**src/rtl/mc_ctrl_fsm.sv**
```systemverilog
// Multi-cycle control sequencer for the MIPS-subset datapath.
// Steps each instruction through FETCH/DECODE/EXEC/MEM/WB with one shared
// memory and one ALU, counts retired instructions and traps on illegal
// opcodes or memory timeouts.
//
// Memory handshake: the FSM holds its access strobe (MRead or MWrite) and
// address select steady in FETCH/MEM_READ/MEM_WRITE until the cycle in which
// mem_ready=1; that cycle completes the access and the FSM advances on the
// following edge. There is no back-pressure from the FSM to memory.
module mc_ctrl_fsm #(
    parameter int CNT_W   = 16,
    parameter int TIMEOUT = 15,
    parameter int TO_W    = 4
) (
    input  logic             clk,
    input  logic             rst_n,
    input  logic [5:0]       Op,
    input  logic             mem_ready,
    output logic             PCWrite,
    output logic             PCWriteCond,
    output logic             IorD,
    output logic             MRead,
    output logic             MWrite,
    output logic             IRWrite,
    output logic             MtoR,
    output logic             RegDs,
    output logic             Urw,
    output logic             ALUSrcA,
    output logic [1:0]       ALUSrcB,
    output logic [2:0]       AOp,
    output logic             PCSrc,
    output logic [3:0]       state,
    output logic [1:0]       err_code,
    output logic [CNT_W-1:0] instr_cnt
);

    typedef enum logic [3:0] {
        S_IDLE      = 4'd0,
        S_FETCH     = 4'd1,
        S_DECODE    = 4'd2,
        S_MEM_ADDR  = 4'd3,
        S_MEM_READ  = 4'd4,
        S_MEM_WB    = 4'd5,
        S_MEM_WRITE = 4'd6,
        S_R_EXEC    = 4'd7,
        S_R_WB      = 4'd8,
        S_BRANCH    = 4'd9,
        S_I_EXEC    = 4'd10,
        S_I_WB      = 4'd11,
        S_TRAP      = 4'd15
    } state_t;

    // Registered Moore control word (PCWrite/IRWrite are handled separately).
    typedef struct packed {
        logic       pcwrite_cond;
        logic       iord;
        logic       mread;
        logic       mwrite;
        logic       mtor;
        logic       regds;
        logic       urw;
        logic       alusrca;
        logic [1:0] alusrcb;
        logic [2:0] aop;
        logic       pcsrc;
    } ctrl_t;

    localparam logic [5:0] OP_RTYPE = 6'b000000;
    localparam logic [5:0] OP_LW    = 6'b100011;
    localparam logic [5:0] OP_SW    = 6'b101011;
    localparam logic [5:0] OP_BEQ   = 6'b000100;
    localparam logic [5:0] OP_ADDI  = 6'b001000;
    localparam logic [5:0] OP_SLTI  = 6'b001010;
    localparam logic [5:0] OP_ANDI  = 6'b001100;
    localparam logic [5:0] OP_ORI   = 6'b001101;

    localparam logic [TO_W-1:0] TIMEOUT_C = TO_W'(TIMEOUT);

    state_t            state_q, state_n;
    logic [5:0]        op_q, op_n;
    logic [1:0]        err_q, err_n;
    logic [TO_W-1:0]   wait_cnt;
    logic [CNT_W-1:0]  cnt_q;
    ctrl_t             ctrl_q;
    logic              waiting;
    logic              retire;

    // Control word for a given state; op selects the ALU op where it matters.
    function automatic ctrl_t decode_ctrl(input state_t st, input logic [5:0] op);
        ctrl_t c;
        c = '0;
        case (st)
            S_FETCH:     begin c.mread = 1'b1; c.alusrcb = 2'b01; end
            S_DECODE:    c.alusrcb = 2'b11;
            S_MEM_ADDR:  begin
                c.alusrca = 1'b1;
                c.alusrcb = 2'b10;
                c.aop     = (op == OP_SW) ? 3'b111 : 3'b000;
            end
            S_MEM_READ:  begin c.mread = 1'b1; c.iord = 1'b1; end
            S_MEM_WB:    begin c.urw = 1'b1; c.mtor = 1'b1; end
            S_MEM_WRITE: begin c.mwrite = 1'b1; c.iord = 1'b1; end
            S_R_EXEC:    begin c.alusrca = 1'b1; c.aop = 3'b010; end
            S_R_WB:      begin c.urw = 1'b1; c.regds = 1'b1; end
            S_BRANCH:    begin
                c.alusrca      = 1'b1;
                c.aop          = 3'b001;
                c.pcwrite_cond = 1'b1;
                c.pcsrc        = 1'b1;
            end
            S_I_EXEC:    begin
                c.alusrca = 1'b1;
                c.alusrcb = 2'b10;
                case (op)
                    OP_ADDI: c.aop = 3'b011;
                    OP_SLTI: c.aop = 3'b100;
                    OP_ANDI: c.aop = 3'b101;
                    OP_ORI:  c.aop = 3'b110;
                    default: c.aop = 3'b000;
                endcase
            end
            S_I_WB:      c.urw = 1'b1;
            default:     c = '0;
        endcase
        return c;
    endfunction

    assign waiting = (state_q == S_FETCH) || (state_q == S_MEM_READ) ||
                     (state_q == S_MEM_WRITE);
    assign retire  = (state_n == S_FETCH) &&
                     ((state_q == S_MEM_WB) || (state_q == S_MEM_WRITE) ||
                      (state_q == S_R_WB)   || (state_q == S_BRANCH)    ||
                      (state_q == S_I_WB));

    // Next-state, opcode latch and first-error capture.
    always_comb begin
        state_n = state_q;
        op_n    = op_q;
        err_n   = err_q;
        case (state_q)
            S_IDLE:      state_n = S_FETCH;
            S_FETCH: begin
                if (mem_ready) state_n = S_DECODE;
                else if (wait_cnt == TIMEOUT_C) begin
                    state_n = S_TRAP;
                    err_n   = 2'b10;
                end
            end
            S_DECODE: begin
                op_n = Op;
                case (Op)
                    OP_RTYPE:                          state_n = S_R_EXEC;
                    OP_LW, OP_SW:                      state_n = S_MEM_ADDR;
                    OP_BEQ:                            state_n = S_BRANCH;
                    OP_ADDI, OP_SLTI, OP_ANDI, OP_ORI: state_n = S_I_EXEC;
                    default: begin
                        state_n = S_TRAP;
                        err_n   = 2'b01;
                    end
                endcase
            end
            S_MEM_ADDR:  state_n = (op_q == OP_LW) ? S_MEM_READ : S_MEM_WRITE;
            S_MEM_READ: begin
                if (mem_ready) state_n = S_MEM_WB;
                else if (wait_cnt == TIMEOUT_C) begin
                    state_n = S_TRAP;
                    err_n   = 2'b10;
                end
            end
            S_MEM_WRITE: begin
                if (mem_ready) state_n = S_FETCH;
                else if (wait_cnt == TIMEOUT_C) begin
                    state_n = S_TRAP;
                    err_n   = 2'b10;
                end
            end
            S_MEM_WB, S_R_WB, S_BRANCH, S_I_WB: state_n = S_FETCH;
            S_R_EXEC:    state_n = S_R_WB;
            S_I_EXEC:    state_n = S_I_WB;
            S_TRAP:      state_n = S_TRAP;
            default:     state_n = S_IDLE;
        endcase
    end

    // State, registered controls, wait counter and retire counter.
    always_ff @(posedge clk or negedge rst_n) begin
        if (!rst_n) begin
            state_q  <= S_IDLE;
            op_q     <= '0;
            err_q    <= 2'b00;
            wait_cnt <= '0;
            cnt_q    <= '0;
            ctrl_q   <= '0;
        end else begin
            state_q <= state_n;
            op_q    <= op_n;
            err_q   <= err_n;
            ctrl_q  <= decode_ctrl(state_n, op_n);
            if (state_n != state_q)
                wait_cnt <= '0;
            else if (waiting && !mem_ready)
                wait_cnt <= wait_cnt + TO_W'(1);
            if (retire)
                cnt_q <= cnt_q + CNT_W'(1);
        end
    end

    // FETCH loads IR and PC in the same cycle memory returns the instruction.
    assign PCWrite     = (state_q == S_FETCH) && mem_ready;
    assign IRWrite     = (state_q == S_FETCH) && mem_ready;
    assign PCWriteCond = ctrl_q.pcwrite_cond;
    assign IorD        = ctrl_q.iord;
    assign MRead       = ctrl_q.mread;
    assign MWrite      = ctrl_q.mwrite;
    assign MtoR        = ctrl_q.mtor;
    assign RegDs       = ctrl_q.regds;
    assign Urw         = ctrl_q.urw;
    assign ALUSrcA     = ctrl_q.alusrca;
    assign ALUSrcB     = ctrl_q.alusrcb;
    assign AOp         = ctrl_q.aop;
    assign PCSrc       = ctrl_q.pcsrc;
    assign state       = state_q;
    assign err_code    = err_q;
    assign instr_cnt   = cnt_q;

endmodule

```
**config.mk**
```make
export PLATFORM = sky130hd
export DESIGN_NAME = mc_ctrl_fsm
export DESIGN_NICKNAME = d
export VERILOG_FILES = /design/src/rtl/mc_ctrl_fsm.sv
export SDC_FILE = /design/constraint.sdc
export NUM_CORES = 1
export LEC_CHECK = 0
export ABC_AREA = 1
export CAP_MARGIN = 20
export CORE_UTILIZATION = 35
export DETAILED_ROUTE_END_ITERATION = 12
export GPL_TIMING_DRIVEN = 1
export PLACE_DENSITY_LB_ADDON = 0.05
export SETUP_SLACK_MARGIN = 0.5
export SLEW_MARGIN = 40
export SYNTH_ARGS = -nofsm -noshare
export SYNTH_HDL_FRONTEND = slang
export SYNTH_SLANG_ARGS = --single-unit
```
**constraint.sdc**
```tcl
create_clock -name clk -period 2.5 [get_ports clk]
set_input_delay 0.75 -clock clk [delete_from_list [all_inputs] [get_ports clk]]
set_output_delay 0.75 -clock clk [all_outputs]
set_load 0.01 [all_outputs]
```
==> results.py <==
metrics = {
    "status": {
        "status": "completed",
    },
    "routing": {
        "first_pass_iters": 5,
        "ant_nets": 0,
        "drt_wl_total_mm": 7.25,
        "dr_total_vias": 2694,
        "wl_per_cell_um": 12.8,
        "drc": 0,
        "met3_length_um": 272,
        "wl_met1_mm": 3.67,
        "drt-initial-drc-count": 116,
        "via_per_inst": 4.77,
        "top_layer": "met4",
        "routed-wl-met2_mm": 3.22,
    },
    "placed_design": {
        "numPortBuffers": 46,
        "place_congestion": 0.816,
        "pre_cts_ws_ps": -313,
        "place_hpwl_mm": 4.91,
    },
    "clock_network": {
        "clk-insertion-delay-late_ps": 300,
        "clk_pin_slew_ps": 90,
        "cts_root_buf": "clkbuf_8",
        "cts_sinks": 45,
        "tritoncts": "built",
        "clk_path_buf_depth": 2,
        "htree_levels": 2,
        "numCtsBuffers": 5,
    },
    "yosys": {
        "ys_async_sr_fraction_pct": 100,
        "synthCells": 354,
        "synth_seq_cells": 45,
        "synth-edff-count": 0,
        "synth_cell_types": 37,
        "synth_flop_cell": "dfrtp_1",
        "yosys_warnings": 0,
        "syn-num-nets": 365,
        "syn_area_mm2": 0.00274,
        "syn-mean-instance-area_um2": 7.74,
        "yosysSeqAreaShare_pct": 41.1,
    },
    "timing": {
        "rsz0062_at_grt": "true",
        "max-slew-margin-rel_pct": 55.3,
        "period_share_pct": 79.6,
        "slew_violations": 0,
        "fmax_ghz": 0.503,
        "finalHoldViolCount": 0,
        "setup_viol": 0,
        "worst_clock_skew_ps": 7.60,
        "worst-slew-pin-transition_ps": 668,
        "period_minus_slack_ps": 1990,
        "layout_setup_ws_ps": 511,
    },
    "global_routing": {
        "grt_usage_pct": 18.1,
        "overflow": 0,
        "grt_pass1_wl_mm": 11.9,
        "first_global_vias": 2421,
        "antenna_found_initial": 0,
        "grt_max_degree": 25,
    },
    "worst_setup_path": {
        "start_kind": "flop",
        "cpLargestDelayFamily": "buffers and inverters",
        "worstPathRequired_ps": 1750,
        "critical_path.n_buffers_inverters": 3,
        "crit_type": "reg -> out",
        "crit_cells": 3,
        "crit_path_top_delay_cell": "dfrtp_1",
        "end_kind": "primary output",
        "slowest_delay_ps": 430,
        "r2r_slack_ps": 530,
        "critPathArrivalTime_ps": 1240,
        "rr_worst_depth": 12,
        "cp_max_fo": 6,
        "path_cells": "buf_6 -> buf_4 -> clkdlybuf4s15_1",
    },
    "floorplan": {
        "pin_count": 47,
        "die_w_um": 90.5,
        "start_util_pct": 37.0,
        "rows": 31,
        "dieArea_mm2": 0.00819,
        "die_y_um": 90.5,
        "core_area_mm2": 0.00741,
    },
    "job": {
        "max-cap-violations": 0,
    },
    "finish": {
        "nFillCells": 721,
        "drive_above_1_share_pct": 36.7,
        "fin_util_pct": 54.7,
        "layout.nets": 476,
        "layout-area-overhead-vs-synth_pct": 47.7,
        "antenna_cells": 0,
    },
    "pwr": {
        "ir_worst_vdd_mv": 0.237,
        "powerDensity_mw_per_mm2": 312,
        "leakage_nw": 2.07,
    },
    "worst_hold_path": {
        "hp-class": "in -> async",
    },
}
## sequential cells by signal (all words and copies together) (netlist names), 2 cells and up
register   cells
err_code       2
wait_cnt       4
state          4
ALUSrcB        2
op_q           6
instr_cnt     16
AOp            3
## report_power, final
part	switching, W	internal [W]
clock network	0.000254	0.000193
logic	0.0000479	0.0000372
registers	0.00000109	0.000729
## logic make-up after synthesis
| logic type | share of synthesized area (%) |
|---|---|
| adders and majority gates | 0.913 |
| xor gates and xnor gates | 5.43 |
| and+or+nand+nor | 38.4 |
| muxes | 0.365 |
| DFF | 41.1 |
| buffers and inverters | 8.67 |
| AOI/OAI and AO/OA | 5.16 |
## synthesized netlist by cell type (all sizes together) (2+ instances only)
cell type | instances | area share (%)
o21a | 2 | 0.55
xnor2 | 6 | 1.9
nor3 | 9 | 1.8
dfrtp | 45 | 41
nand4 | 24 | 6.0
a21oi | 3 | 1.1
nor2 | 40 | 6.6
buf | 9 | 3.2
nand2 | 112 | 16
inv | 39 | 5.3
o21ai | 12 | 2.7
nand3 | 29 | 6.0
ha | 2 | 0.91
nand3b | 4 | 1.2
xor2 | 11 | 3.5
## through the flow
step / hold WS [ps] / TNS (ps) / instances / area (um2) / total power [W]
CTS: 235 / 0 / 556 / 3770 / 0.00128
global placement: 488 / -4440 / 522 / 3500 / 0.000816
finish: 243 / 0 / 565 / 4050 / 0.00126
detailed placement: 490 / -5070 / 522 / 3500 / 0.000817
floorplan: 454 / 0 / 354 / 2760 / 0.000765
global route: 237 / 0 / 565 / 4050 / 0.00131
## cell type report
| cell class | count | area (um2) | share of cell area (%) |
|---|---|---|---|
| clock inverters | 3 | 17.5 | 0.432 |
| multi-input cells | 261 | 1600 | 39.4 |
| well taps | 99 | 124 | 3.06 |
| flip-flops and latches | 45 | 1140 | 28.1 |
| repair buffers | 113 | 955 | 23.6 |
| inverters | 39 | 153 | 3.77 |
| clock buffers | 5 | 68.8 | 1.70 |
## cell usage in the layout, fill, tap and decap left out, types with 4 or more instances in the layout
cell type,Yosys,routed
nand4_1,23,23
inv_1,34,29
nand3_2,4,7
nor2_4,1,9
clkbuf_8,0,5
nor3_1,8,8
xnor2_1,6,6
dfrtp_1,45,36
nor2_1,30,19
nand2_1,106,91
buf_6,6,5
buf_4,2,62
nand2_2,4,17
dfrtp_2,0,9
nand3_1,25,20
buf_2,1,6
nor2_2,9,12
inv_2,5,8
clkdlybuf4s50_1,0,27
nand2_4,2,4
xor2_1,11,11
dlygate4sd2_1,0,8
o21ai_2,4,9
## timing repair
action	4_1_cts	5_1_grt
hold buffers	0	0
buffers inserted	25	9
gates cloned	1	0
pin swaps	11	24
setup endpoints to repair	55	33
resized for setup	65	60
## final timing paths
| kind | startpoint | end |
|---|---|---|
| max | state[1] | state[1] |
| min | rst_n | err_code[0] |
| max reg2reg | state[1] | instr_cnt[2] |
| min reg2reg | err_code[0] | err_code[0] |
| max in group asynchronous | rst_n | instr_cnt[6] |
| min in group clk | err_code[0] | err_code[0] |
## layer usage
metal | global-route usage [%] | vias to the layer above
met4 | 5.65 | 0
met1 | 26.8 | 1244
met3 | 2.86 | 6
met5 | 0 | -
met2 | 26.8 | 67
li1 | - | 1377
(Power assumes the default switching activity.)
